File: src/rtl/shift_issue_queue_pkg.sv
// Shared definitions for the shift issue queue.
// Contents:
//   OP_SRA / OP_ROR  : the only opcodes the queue stores
//   AMT_W, SETPIN_W  : widths of the amount and setpin fields of an entry
//   ENTRY_EXTRA_W    : bits stored per entry in addition to the operand
//   is_shift_op()    : true for the two legal opcodes
//   setpin_of()      : 1 for SRA (sign fill), 0 for ROR
package shift_issue_queue_pkg;

    localparam logic [2:0] OP_SRA = 3'b110;
    localparam logic [2:0] OP_ROR = 3'b111;

    localparam int AMT_W         = 3;
    localparam int SETPIN_W      = 1;
    localparam int ENTRY_EXTRA_W = AMT_W + SETPIN_W;

    function automatic logic is_shift_op(input logic [2:0] op);
        return (op == OP_SRA) || (op == OP_ROR);
    endfunction

    // SRA and ROR differ only in bit 0, so the shifter's sign-fill pin is its inverse.
    function automatic logic setpin_of(input logic [2:0] op);
        return ~op[0];
    endfunction

endpackage

File: src/rtl/issue_fifo_mem.sv
// Entry storage for the shift issue queue.
// DEPTH x (DATA_W+4) register array, synchronous write, asynchronous read.
// Ports:
//   clk, reset         : clock and synchronous active-high reset (clears all entries)
//   wr_en/addr/data    : write port, captured on the rising edge
//   rd_addr / rd_data  : combinational read port
module issue_fifo_mem
    import shift_issue_queue_pkg::*;
#(
    parameter int DATA_W = 8,
    parameter int DEPTH  = 2,
    localparam int AW    = $clog2(DEPTH),
    localparam int W     = DATA_W + ENTRY_EXTRA_W
) (
    input  logic          clk,
    input  logic          reset,
    input  logic          wr_en,
    input  logic [AW-1:0] wr_addr,
    input  logic [W-1:0]  wr_data,
    input  logic [AW-1:0] rd_addr,
    output logic [W-1:0]  rd_data
);

    logic [W-1:0] mem_reg [DEPTH];

    for (genvar gi = 0; gi < DEPTH; gi++) begin : g_entry
        always_ff @(posedge clk) begin
            if (reset) begin
                mem_reg[gi] <= '0;
            end else if (wr_en && (wr_addr == AW'(gi))) begin
                mem_reg[gi] <= wr_data;
            end
        end
    end

    assign rd_data = mem_reg[rd_addr];

endmodule

File: src/rtl/shift_issue_queue.sv
// Issue queue in front of the right-shift unit (SRA / ROR only).
// Accepts requests, drops illegal opcodes with a one-cycle err pulse,
// and presents the FIFO head to the shifter.
// Ports:
//   clk, reset                : clock, synchronous active-high reset
//   in_valid/in_ready         : upstream handshake (in_ready = count < DEPTH)
//   in_data/in_amount/in_opcode : request fields
//   flush                     : discard all queued entries (pointers/count only)
//   out_valid/out_ready       : shifter handshake
//   out_data1/out_data2/out_setpin : head entry, all zero when empty
//   err                       : pulse one cycle after an illegal opcode was consumed
//   count                     : occupied entries
module shift_issue_queue
    import shift_issue_queue_pkg::*;
#(
    parameter int DATA_W = 8,
    parameter int DEPTH  = 2,
    localparam int AW    = $clog2(DEPTH),
    localparam int CW    = $clog2(DEPTH) + 1,
    localparam int W     = DATA_W + ENTRY_EXTRA_W
) (
    input  logic              clk,
    input  logic              reset,
    input  logic              in_valid,
    output logic              in_ready,
    input  logic [DATA_W-1:0] in_data,
    input  logic [2:0]        in_amount,
    input  logic [2:0]        in_opcode,
    input  logic              flush,
    output logic              out_valid,
    input  logic              out_ready,
    output logic [DATA_W-1:0] out_data1,
    output logic [2:0]        out_data2,
    output logic              out_setpin,
    output logic              err,
    output logic [CW-1:0]     count
);

    localparam logic [CW-1:0] DEPTH_C = CW'(DEPTH);

    logic [AW-1:0] wr_ptr_reg, wr_ptr_next;
    logic [AW-1:0] rd_ptr_reg, rd_ptr_next;
    logic [CW-1:0] count_reg, count_next;
    logic          err_reg;

    logic          accept, push, pop, bad_op;
    logic [W-1:0]  wr_data;
    logic [W-1:0]  head;

    assign in_ready  = (count_reg < DEPTH_C);
    assign out_valid = (count_reg != '0);
    assign count     = count_reg;
    assign err       = err_reg;

    assign accept = in_valid && in_ready && !flush;
    assign push   = accept && is_shift_op(in_opcode);
    assign bad_op = accept && !is_shift_op(in_opcode);
    assign pop    = out_valid && out_ready && !flush;

    // Entry layout, MSB to LSB: operand, amount, setpin.
    assign wr_data = {in_data, in_amount, setpin_of(in_opcode)};

    issue_fifo_mem #(
        .DATA_W (DATA_W),
        .DEPTH  (DEPTH)
    ) u_mem (
        .clk     (clk),
        .reset   (reset),
        .wr_en   (push),
        .wr_addr (wr_ptr_reg),
        .wr_data (wr_data),
        .rd_addr (rd_ptr_reg),
        .rd_data (head)
    );

    // Head fields are gated by occupancy so stale storage never shows after a flush.
    assign out_data1  = out_valid ? head[W-1 -: DATA_W]     : '0;
    assign out_data2  = out_valid ? head[SETPIN_W +: AMT_W] : '0;
    assign out_setpin = out_valid ? head[0]                 : 1'b0;

    // DEPTH is a power of two, so pointer increments wrap naturally.
    always_comb begin
        wr_ptr_next = wr_ptr_reg;
        rd_ptr_next = rd_ptr_reg;
        count_next  = count_reg;
        if (push) begin
            wr_ptr_next = wr_ptr_reg + AW'(1);
        end
        if (pop) begin
            rd_ptr_next = rd_ptr_reg + AW'(1);
        end
        if (push && !pop) begin
            count_next = count_reg + CW'(1);
        end else if (pop && !push) begin
            count_next = count_reg - CW'(1);
        end
    end

    always_ff @(posedge clk) begin
        if (reset || flush) begin
            wr_ptr_reg <= '0;
            rd_ptr_reg <= '0;
            count_reg  <= '0;
            err_reg    <= 1'b0;
        end else begin
            wr_ptr_reg <= wr_ptr_next;
            rd_ptr_reg <= rd_ptr_next;
            count_reg  <= count_next;
            err_reg    <= bad_op;
        end
    end

endmodule

File: config.mk
export PLATFORM = sky130hd
export DESIGN_NAME = shift_issue_queue
export DESIGN_NICKNAME = d
export VERILOG_FILES = /design/src/rtl/shift_issue_queue_pkg.sv /design/src/rtl/issue_fifo_mem.sv /design/src/rtl/shift_issue_queue.sv
export SDC_FILE = /design/constraint.sdc
export NUM_CORES = 1
export LEC_CHECK = 0
export ABC_AREA = 1
export CAP_MARGIN = 30
export CELL_PAD_IN_SITES_DETAIL_PLACEMENT = 1
export CELL_PAD_IN_SITES_GLOBAL_PLACEMENT = 1
export CORE_ASPECT_RATIO = 0.6
export CORE_UTILIZATION = 37
export CTS_BUF_LIST = sky130_fd_sc_hd__clkbuf_8
export DETAILED_ROUTE_END_ITERATION = 10
export HOLD_SLACK_MARGIN = 0.1
export MAX_ROUTING_LAYER = met4
export PLACE_DENSITY_LB_ADDON = 0.1
export SLEW_MARGIN = 20
export SYNTH_ARGS = -nofsm -noshare
export SYNTH_HDL_FRONTEND = slang
export SYNTH_SLANG_ARGS = --single-unit
File: constraint.sdc
create_clock -name clk -period 2.14 [get_ports clk]
set_input_delay 0.428 -clock clk [delete_from_list [all_inputs] [get_ports clk]]
set_output_delay 0.428 -clock clk [all_outputs]
set_load 0.01 [all_outputs]
After elaboration in Yosys (flattened, before gate mapping) --
Memories as Yosys holds them, arrays and structs flattened. A register that Yosys moved wholly into a read port is not among the register bits. Cells that the tools add are included.
Word-level totals: register bits after elaboration 5, RAM bits 24, bits of input ports 19, output and inout port bits 17, logic and storage cells 51, memories 1
Memories:
- u_mem.mem_reg | words 2, bits a word 12, read ports 1, clocked after memory_dff 1, write ports 2, line issue_fifo_mem.sv:24 | logic [W-1:0] mem_reg [DEPTH];
Operators by class: add/sub/neg operators 4, $lt $le $gt $ge 1, eq/ne operators 2, muxes and demuxes 17, bitwise operators 4, reductions and logical operators 18
Operator list (count):
- 12-bit two-way mux | 2
- 1-bit two-way mux | 11
- 1-bit logical AND | 10
- 8-bit two-way mux | 1
- 3-bit equality test (second input constant) | 2
- 1-bit zero test | 4
- 2-bit two-way mux | 2
- 2-bit nonzero test | 2
- 3-bit two-way mux | 1
- 1-bit adder (second input constant) | 2
- 2-bit by 1-bit adder with 2-bit output (second input constant) | 1
- 1-bit logical OR | 2
- 2-bit less-than comparator (second input constant) | 1
- 1-bit NOT | 2
- 1-bit OR | 2
- 2-bit by 1-bit subtractor with 2-bit output (second input constant) | 1

Longest topological paths before layout --
depth in word-level cells 9, depth in mapped cells 10

Modules after synthesis --
Synthesis repeated with hierarchy kept, for this count alone.
Second synthesis, totals: cells, all modules 170, area, all modules 1529.0 um^2
Modules (own cells, without submodules):
- issue_fifo_mem | times used 1, cells each 107, area each 1144.8 um^2, sequential area each 720.7 um^2
- shift_issue_queue | times used 1, cells each 63, area each 384.1 um^2, sequential area each 100.1 um^2

Least setup slack after synthesis --
No wires, ideal clock.
kind input -> register, from input port in_opcode[2], to memory u_mem.mem_reg[0][0] (netlist name) (enable), setup time 0.398 ns, data arrival time 1.594 ns, required time 1.742 ns, path slack 0.149 ns, stages on the path 4, path through nand2_1 inv_1 nand3_1 o21ai_0
RTL lines:
- from (decl) | line shift_issue_queue.sv:28 | input logic [2:0] in_opcode,
- to (decl) | line issue_fifo_mem.sv:24

==> summary.md <==
| Metric | Value |
|---|---|
| Total global-route track usage | `0.205` |
| GRT Max-Usage Layer | `met2` |
| Fin util | `0.568` |
| Final net count | `217` |
| Final hold viol count | `0` |
| Later-pin clock latency in the skew report | `0.27 ns` |
| RSZ-0062 raised after global routing | `no` |
| TritonCTS Buffers | `5` |
| Worst clock skew | `0.00252 ns` |
| Ys Warns | `0` |
| Hold_buf cts | `0` |
| Final WS setup | `0.0979 ns` |
| Area growth from synthesis to final layout | `39.7%` |
| Initial antenna violation count | `0` |
| N_diodes | `0` |
| Fillcell total | `399` |
| Worst Tran Pin Value | `0.348 ns` |
| Slew headroom | `0.768` |
| Initial core utilization | `0.407` |
| Register bit total from synthesis | `30` |
| Core Rows | `16` |
| WP data arrival | `1.61 ns` |
| Peak supply drop | `0.428 mV` |
| Post-synth cell types | `18` |
| Gate Count Post-Synth | `152` |
| Setup TNS Final | `0 ns` |
| Clk network pwr share | `0.373` |
| CP required | `1.71 ns` |
| Max cap viols | `0` |
| Leakage power | `0.000882 uW` |
| Synthesized cell area | `0.00138 mm2` |
| Core Box Area | `0.00340 mm2` |
| Hold Crit Class | `register to register` |
| Critical Setup Path Class | `register to output port` |
| Inst Count DP | `232` |
| Global route overflow | `0` |
| Delay-heaviest family, CP | `buffers and inverters` |
| Fmax | `490 MHz` |
| Detailed placement HPWL | `2320 um` |
| CP Launch Type | `register` |
| Number of global-route vias before repair | `1,198` |
| Net switching power | `264 uW` |
| Pwr Density | `630 mW/mm2` |
| Period utilization | `0.954` |
| Port bufs | `35` |
| Ports | `36` |
| Status | `finished clean` |
| Number of buffers and inverters on the critical path | `2` |
| Worst-path clk slew | `0.06 ns` |
| Final Setup Violations | `0` |
| Die Y | `49.4 um` |
| Clk root buf | `clkbuf_8` |
| Setup crit end kind | `output port` |
| Max Buffers Root-to-Sink | `2` |
| DR DRC count | `0` |
| Sequential area share after synthesis | `0.608` |
| Sequential Power Share | `0.537` |
| Met2 Use GR | `0.321` |
| Routed Antenna Nets | `0` |
| Final Critical Period | `2.04 ns` |
| Post-Route WL | `3530 um` |
| Routability cong. | `0.716` |
| Layout cell share with drive strength beyond 1 | `0.121` |
| GR Layer Usage met3 | `0.0617` |
| Largest net degree at the start of global routing | `15` |
| GR Util met1 | `0.251` |
| 1st-iter DRT viols | `35` |
| CTS tree | `yes` |
| Hold WS | `0.520 ns` |
| DP Worst Slack | `0.0446 ns` |
| Routed vias | `1,146` |
| Vias per cell | `4.72` |
| Die Area | `0.00400 mm2` |
| CTS Sinks | `30` |
| Final Non-Filler Cells | `243` |
| Critical Path, Cell by Cell | `buf_6, nand2_1, a21oi_1, clkdlybuf4s50_1` |
| Max stage delay on crit path | `0.57 ns` |
| Switching Fraction | `0.217` |
| H-tree depth | `2` |
| Max reg flops | `24` |
| Post-Syn Area per Cell | `9.10 um2` |
| Power Internal | `954 uW` |
| Critical Path Fanout Max | `12` |
| Average wire per standard cell | `14.5 um` |
| Post-Syn Nets | `172` |
| Combinational share of power | `0.090` |
| DR pass1 iterations | `4` |
| CP max-delay cell | `clkdlybuf4s50_1` |
| Global-route wire length before repair | `5640 um` |
| Die X | `81.0 um` |
| Slew Viols, Final | `0` |
## path summary, 6_finish.rpt
kind,slack (ns),endpoint,from,depth (start not counted)
setup reg to reg,0.49,count[1],count[1],9
setup / recovery,0.1,out_data1[5],register,4
hold reg to reg,0.52,register,rd_ptr_reg,2
hold / removal,0.52,register,rd_ptr_reg,2
## metal layers
metal | wire length, um | up-vias
met3 | 146 | 4
li1 | - | 569
met4 | 44 | 0
met5 | 0 | -
met2 | 1690 | 29
met1 | 1640 | 544
## metrics by stage
step | power, uW | area [um2]
floorplan | 711 | 1380
global placement | 769 | 1790
detailed placement | 775 | 1790
CTS | 1230 | 1900
global route | 1260 | 1930
finish | 1220 | 1930
## cell usage in the layout, fill, tap and decap left out, types with 2 or more instances in the layout
master	synthesis	routed
nand3_1	2	2
nor2_1	29	28
nand4_1	2	2
a21oi_1	13	13
clkbuf_8	0	6
nor2_2	4	4
buf_4	0	7
nand3_2	2	2
dfxtp_1	6	6
nand2_1	35	35
dlymetal6s2s_1	0	5
inv_1	24	25
nor2_4	1	2
edfxtp_1	24	24
clkdlybuf4s50_1	0	30
## synthesized netlist by cell type (all sizes together)
| cell | instances | area (um2) |
|---|---|---|
| a21oi | 13 | 65.1 |
| o21ai | 2 | 10.0 |
| buf | 3 | 27.5 |
| nand4 | 2 | 12.5 |
| clkbuf | 2 | 7.51 |
| edfxtp | 24 | 721 |
| nor3 | 1 | 5.00 |
| nand2 | 36 | 138 |
| inv | 24 | 90.1 |
| ha | 1 | 12.5 |
| nor2 | 34 | 145 |
| nand3 | 4 | 30.0 |
| dfxtp | 6 | 120 |
## worst min-delay path, cell delays in order (launching register included)
cell and delay, ns:
dfxtp_1 0.34, nor2_1 0.06, nor2_1 0.09
## kinds of logic after synthesis
group           count (synthesis)  synth area share
simple gates                   77             0.239
flops                          30             0.608
buf+inv                        29            0.0904
compound gates                 15            0.0542
fa+ha+maj                       1           0.00904
## power by group through the flow
stage	clock [uW]	combinational, uW	sequential, uW
6_report	455	109	655
5_1_grt	487	120	657
4_1_cts	464	110	655
3_5_place_dp	0	108	666
3_3_place_gp	0	103	666
2_1_floorplan	0	43.8	667
## area by class of cell
| cell class | count | area (um2) | share of cell area |
|---|---|---|---|
| inverter | 24 | 93.8 | 0.0485 |
| tap | 45 | 56.3 | 0.0291 |
| clock buffer | 6 | 82.6 | 0.0427 |
| sequential | 30 | 841 | 0.435 |
| multi-input combinational | 93 | 425 | 0.220 |
| timing repair buffer | 43 | 427 | 0.221 |
| clock inverter | 2 | 7.51 | 0.00388 |
## what timing repair did
item | CTS | global route
endpoints found under the hold margin | 0 | 0
pin swaps | 0 | 0
resized for setup | 4 | 5
endpoints found under the setup margin | 13 | 12
buffers inserted | 0 | 3
No activity file was read; power rests on OpenSTA's default activity.
==> patch 1, RTL diff (config.mk and constraints unchanged) <==
`DATA_W` is set to 8 in 2 places; all go to 6.
--- a/src/rtl/issue_fifo_mem.sv
+++ b/src/rtl/issue_fifo_mem.sv
@@ -8,5 +8,5 @@
     import shift_issue_queue_pkg::*;
 #(
-    parameter int DATA_W = 8,
+    parameter int DATA_W = 6,
     parameter int DEPTH  = 2,
     localparam int AW    = $clog2(DEPTH),
--- a/src/rtl/shift_issue_queue.sv
+++ b/src/rtl/shift_issue_queue.sv
@@ -14,5 +14,5 @@
     import shift_issue_queue_pkg::*;
 #(
-    parameter int DATA_W = 8,
+    parameter int DATA_W = 6,
     parameter int DEPTH  = 2,
     localparam int AW    = $clog2(DEPTH),
Ports: changed (resized in_data and out_data1); port bits go from 36 to 32. The function was not compared with the original's and may differ.
==> patch 1 against the unedited design <==
  * Wire length decreased by 20%
  * Setup slack better by 1.5 ps
  * Critical endpoint is now out_data2[0]
  * Sequential cell count decreased by 4
  * Synthesized area is 13% lower
  * Global-route usage decreased by 1.2 points
  * Total power down 23%
  * Highest routed layer is now met3
  * Final area is 15% lower
  * Largest power group unchanged
  * Die area fell by 13%
  * Critical path depth unchanged
==> patch 1: results (changes against the unedited design) <==
================================================================================
Max VDD drop                                                          0.000401 V   -6.3%
Cell count after placement                                                   207   -11%
Max FO, Critical Path                                                         10   -2
Fraction of final layout cells with drive strength greater than 1          7.69%   -4.4 points
Routed length on met1                                                    1360 µm   -17%
Number of flip-flops under the largest register name                          20   -17%
Setup Slack @ Placement                                                  34.2 ps   -10.4 ps
Sequential share of the synthesized area                                   60.2%   -0.57 points
Sequential power share                                                     60.3%   +6.6 points
Cts repair resizes                                                             2   -2
Clock Pin Slew Worst Setup and Hold Paths                                  90 ps   +30 ps
DP HPWL                                                                  2150 µm   -7.5%
Main area contributors after synthesis                              sky130_fd_sc_hd__edfxtp_1 (50%), sky130_fd_sc_hd__dfxtp_1 (10%), sky130_fd_sc_hd__nand2_1 (9.7%), sky130_fd_sc_hd__nor2_1 (8.8%), sky130_fd_sc_hd__inv_1 (6.6%)
Synth Area in Compound Gates                                               5.43%   +0.0087 points
Per-cell routed wire length                                              13.4 µm   -7.9%
Met2 track utilization from global routing                                 33.4%   +1.3 points
Total number of H-tree levels                                                  1   -1
Number of enable flip-flop cells after synthesis                              20   -17%
Number of filler cells placed in the layout                                  370   -7.3%
Relative contribution of combinational cells to total power                10.2%   +1.2 points
Transition time at the pin with the least slew margin                     309 ps   -38.2 ps
Instance count of the mapped netlist                                         133   -13%
Met1 track utilization from global routing                                 23.0%   -2.1 points
Total global routing track utilization                                     19.2%   -1.2 points
WL final                                                                 2820 µm   -20%
Final-stage net count                                                        188   -13%
Sum of met2 wire segment lengths after detailed routing                  1370 µm   -19%
Combinational power                                                      95.6 µW   -12%
Synthesized net count                                                        151   -12%
DR WL met3                                                                 98 µm   -33%
Met3 global-route usage                                                    5.25%   -0.92 points
DP Area                                                                 1570 µm²   -12%
Leakage dissipation                                                  0.000672 µW   -24%
Run status                                                          finished clean
================================================================================
==> patch 1: cell families after synthesis <==
family	count (synthesis)
flops	26
fa+ha+maj	1
buf+inv	24
compound gates	13
simple gates	69
==> patch 1: final timing paths <==
check,from,to,slack [ps],cells past startpoint
max,register,out_data2[0],100,4
min,rd_ptr_reg,rd_ptr_reg,520,2
max reg2reg,count[0],count[1],510,9
min reg2reg,rd_ptr_reg,rd_ptr_reg,520,2
==> patch 1: area by class of cell <==
cell class | instances | share of cell area (%)
tap | 42 | 3.21
timing repair buffer | 34 | 20.7
clock inverter | 1 | 0.229
multi-input combinational | 83 | 24.0
inverter | 22 | 5.28
sequential | 26 | 44.0
clock buffer | 3 | 2.52
==> patch 1: worst max-delay path, cell delays in order, from the launching register on <==
cell and delay, ps:
sky130_fd_sc_hd__dfxtp_1 400, sky130_fd_sc_hd__buf_6 160, sky130_fd_sc_hd__nand2_1 60, sky130_fd_sc_hd__a21oi_1 160, sky130_fd_sc_hd__clkdlybuf4s50_1 550
==> patch 2, RTL diff (config.mk and constraints unchanged) <==
Made on the original files. Put one more register stage on the output `count`, without a reset. The value now appears one clock later. The other outputs are not delayed to match.
--- a/src/rtl/shift_issue_queue.sv
+++ b/src/rtl/shift_issue_queue.sv
@@ -50,5 +50,7 @@
     assign in_ready  = (count_reg < DEPTH_C);
     assign out_valid = (count_reg != '0);
-    assign count     = count_reg;
+    always_ff @(posedge clk) begin
+        count <= count_reg;
+    end
     assign err       = err_reg;
 
Formal check against the unedited RTL: not equivalent (a bounded check fails within 4 cycles, from zero or initial values).
==> patch 2 against the unedited design <==
  * Utilization down 3.0 points
  * Cell count rose by 0.82%
  * Setup slack improved by 15 ps
  * Synthesized area rose by 2.9%
  * Wire length down 1.4%
  * Sequential cell count up 2
  * Largest power group unchanged
  * Highest routed layer is now met3
  * First-iteration DRC count grew 110%
  * Final area increased by 2.5%
  * Total power is 11% higher
==> patch 2: results (changes against the unedited design) <==
===============================================================================
Per-cell routed wire length                                             14.2 µm   -2.2%
Worst rel slew slack                                                      75.0%   -1.8 points
Count of flip-flops and latches                                              32   +6.7%
Number of filler cells placed in the layout                                 420   +5.3%
Total global routing track utilization                                    20.3%   -0.18 points
Rows                                                                         17   +1
Main area contributors after synthesis                             sky130_fd_sc_hd__edfxtp_1 (51%), sky130_fd_sc_hd__dfxtp_1 (11%), sky130_fd_sc_hd__nand2_1 (9.2%), sky130_fd_sc_hd__nor2_1 (7.6%), sky130_fd_sc_hd__inv_1 (6.3%)
Average cell area after synthesis                                      9.25 µm²   +1.6%
Clock tree cell share of total cell area                                  5.43%   +0.77 points
DP HPWL                                                                 2400 µm   +3.2%
Sequential share of the synthesized area                                  61.9%   +1.1 points
Run status                                                         finished clean
Synth Area in Compound Gates                                              5.27%   -0.15 points
Number of inverters outside the clock class in the layout                    25   +4.2%
Layout Skew                                                             1.49 ps   -1.03 ps
Multi-input gate count                                                       93   unchanged
Synthesized net count                                                       174   +1.2%
Met3 global-route usage                                                   5.56%   -0.61 points
Seq/total area                                                            44.7%   +1.2 points
Count of TritonRoute iterations in the first routing pass                     6   +2
Number of DRC markers after the initial detailed-route iteration             75   +110%
First-pass GRT wire length                                              5750 µm   +1.8%
Adder-cell share of the synthesized area                                 0.879%   -0.025 points
Count of plain and timing-repair buffers in the layout                       40   -7.0%
Final weighted congestion in routability-driven placement                 0.804   +12%
Vias per cell                                                              4.70   -0.30%
Met1 track utilization from global routing                                25.4%   +0.29 points
Met2 track utilization from global routing                                32.6%   +0.57 points
WL final                                                                3480 µm   -1.4%
Setup Slack @ Placement                                                -39.2 ps   -83.8 ps
Number of global-route vias before repair                                 1,208   +0.83%
Clkbuf count                                                                  5   -1
Max VDD drop                                                         0.000371 V   -13%
===============================================================================
[patch 2: report_power, final]
group          internal [µW]  switching, µW
clock network            340            215
logic                   52.7           54.5
registers                685           6.94
total                   1080            277
[patch 2: what timing repair did]
action                                  in CTS  in global routing
hold buffers                                 0                  0
pin swaps                                    0                  0
resized for setup                            4                  9
hold endpoints to repair                     0                  0
gates cloned                                 0                  1
endpoints found under the setup margin      15                 11
[patch 2: kinds of logic (layout without fill, tap and decap cells)]
family                     after synthesis  in the layout
buffers and inverters                   29             73
AOI/OAI and AO/OA                       15             15
adders and majority gates                1              1
and+or+nand+nor                         77             77
DFF                                     32             32
[patch 2: per-layer routing]
layer,vias up,part of all wire (%)
li1,572,-
met3,0,3.6
met4,0,0
met2,23,49
met1,557,48
met5,-,0
[patch 2: final timing paths]
| path | cells after the start | endpoint | slack (ps) |
|---|---|---|---|
| max | 4 | out_data2[1] | 110 |
| min | 2 | register | 510 |
| max reg2reg | 9 | count_reg[1] | 490 |
| min reg2reg | 2 | register | 510 |
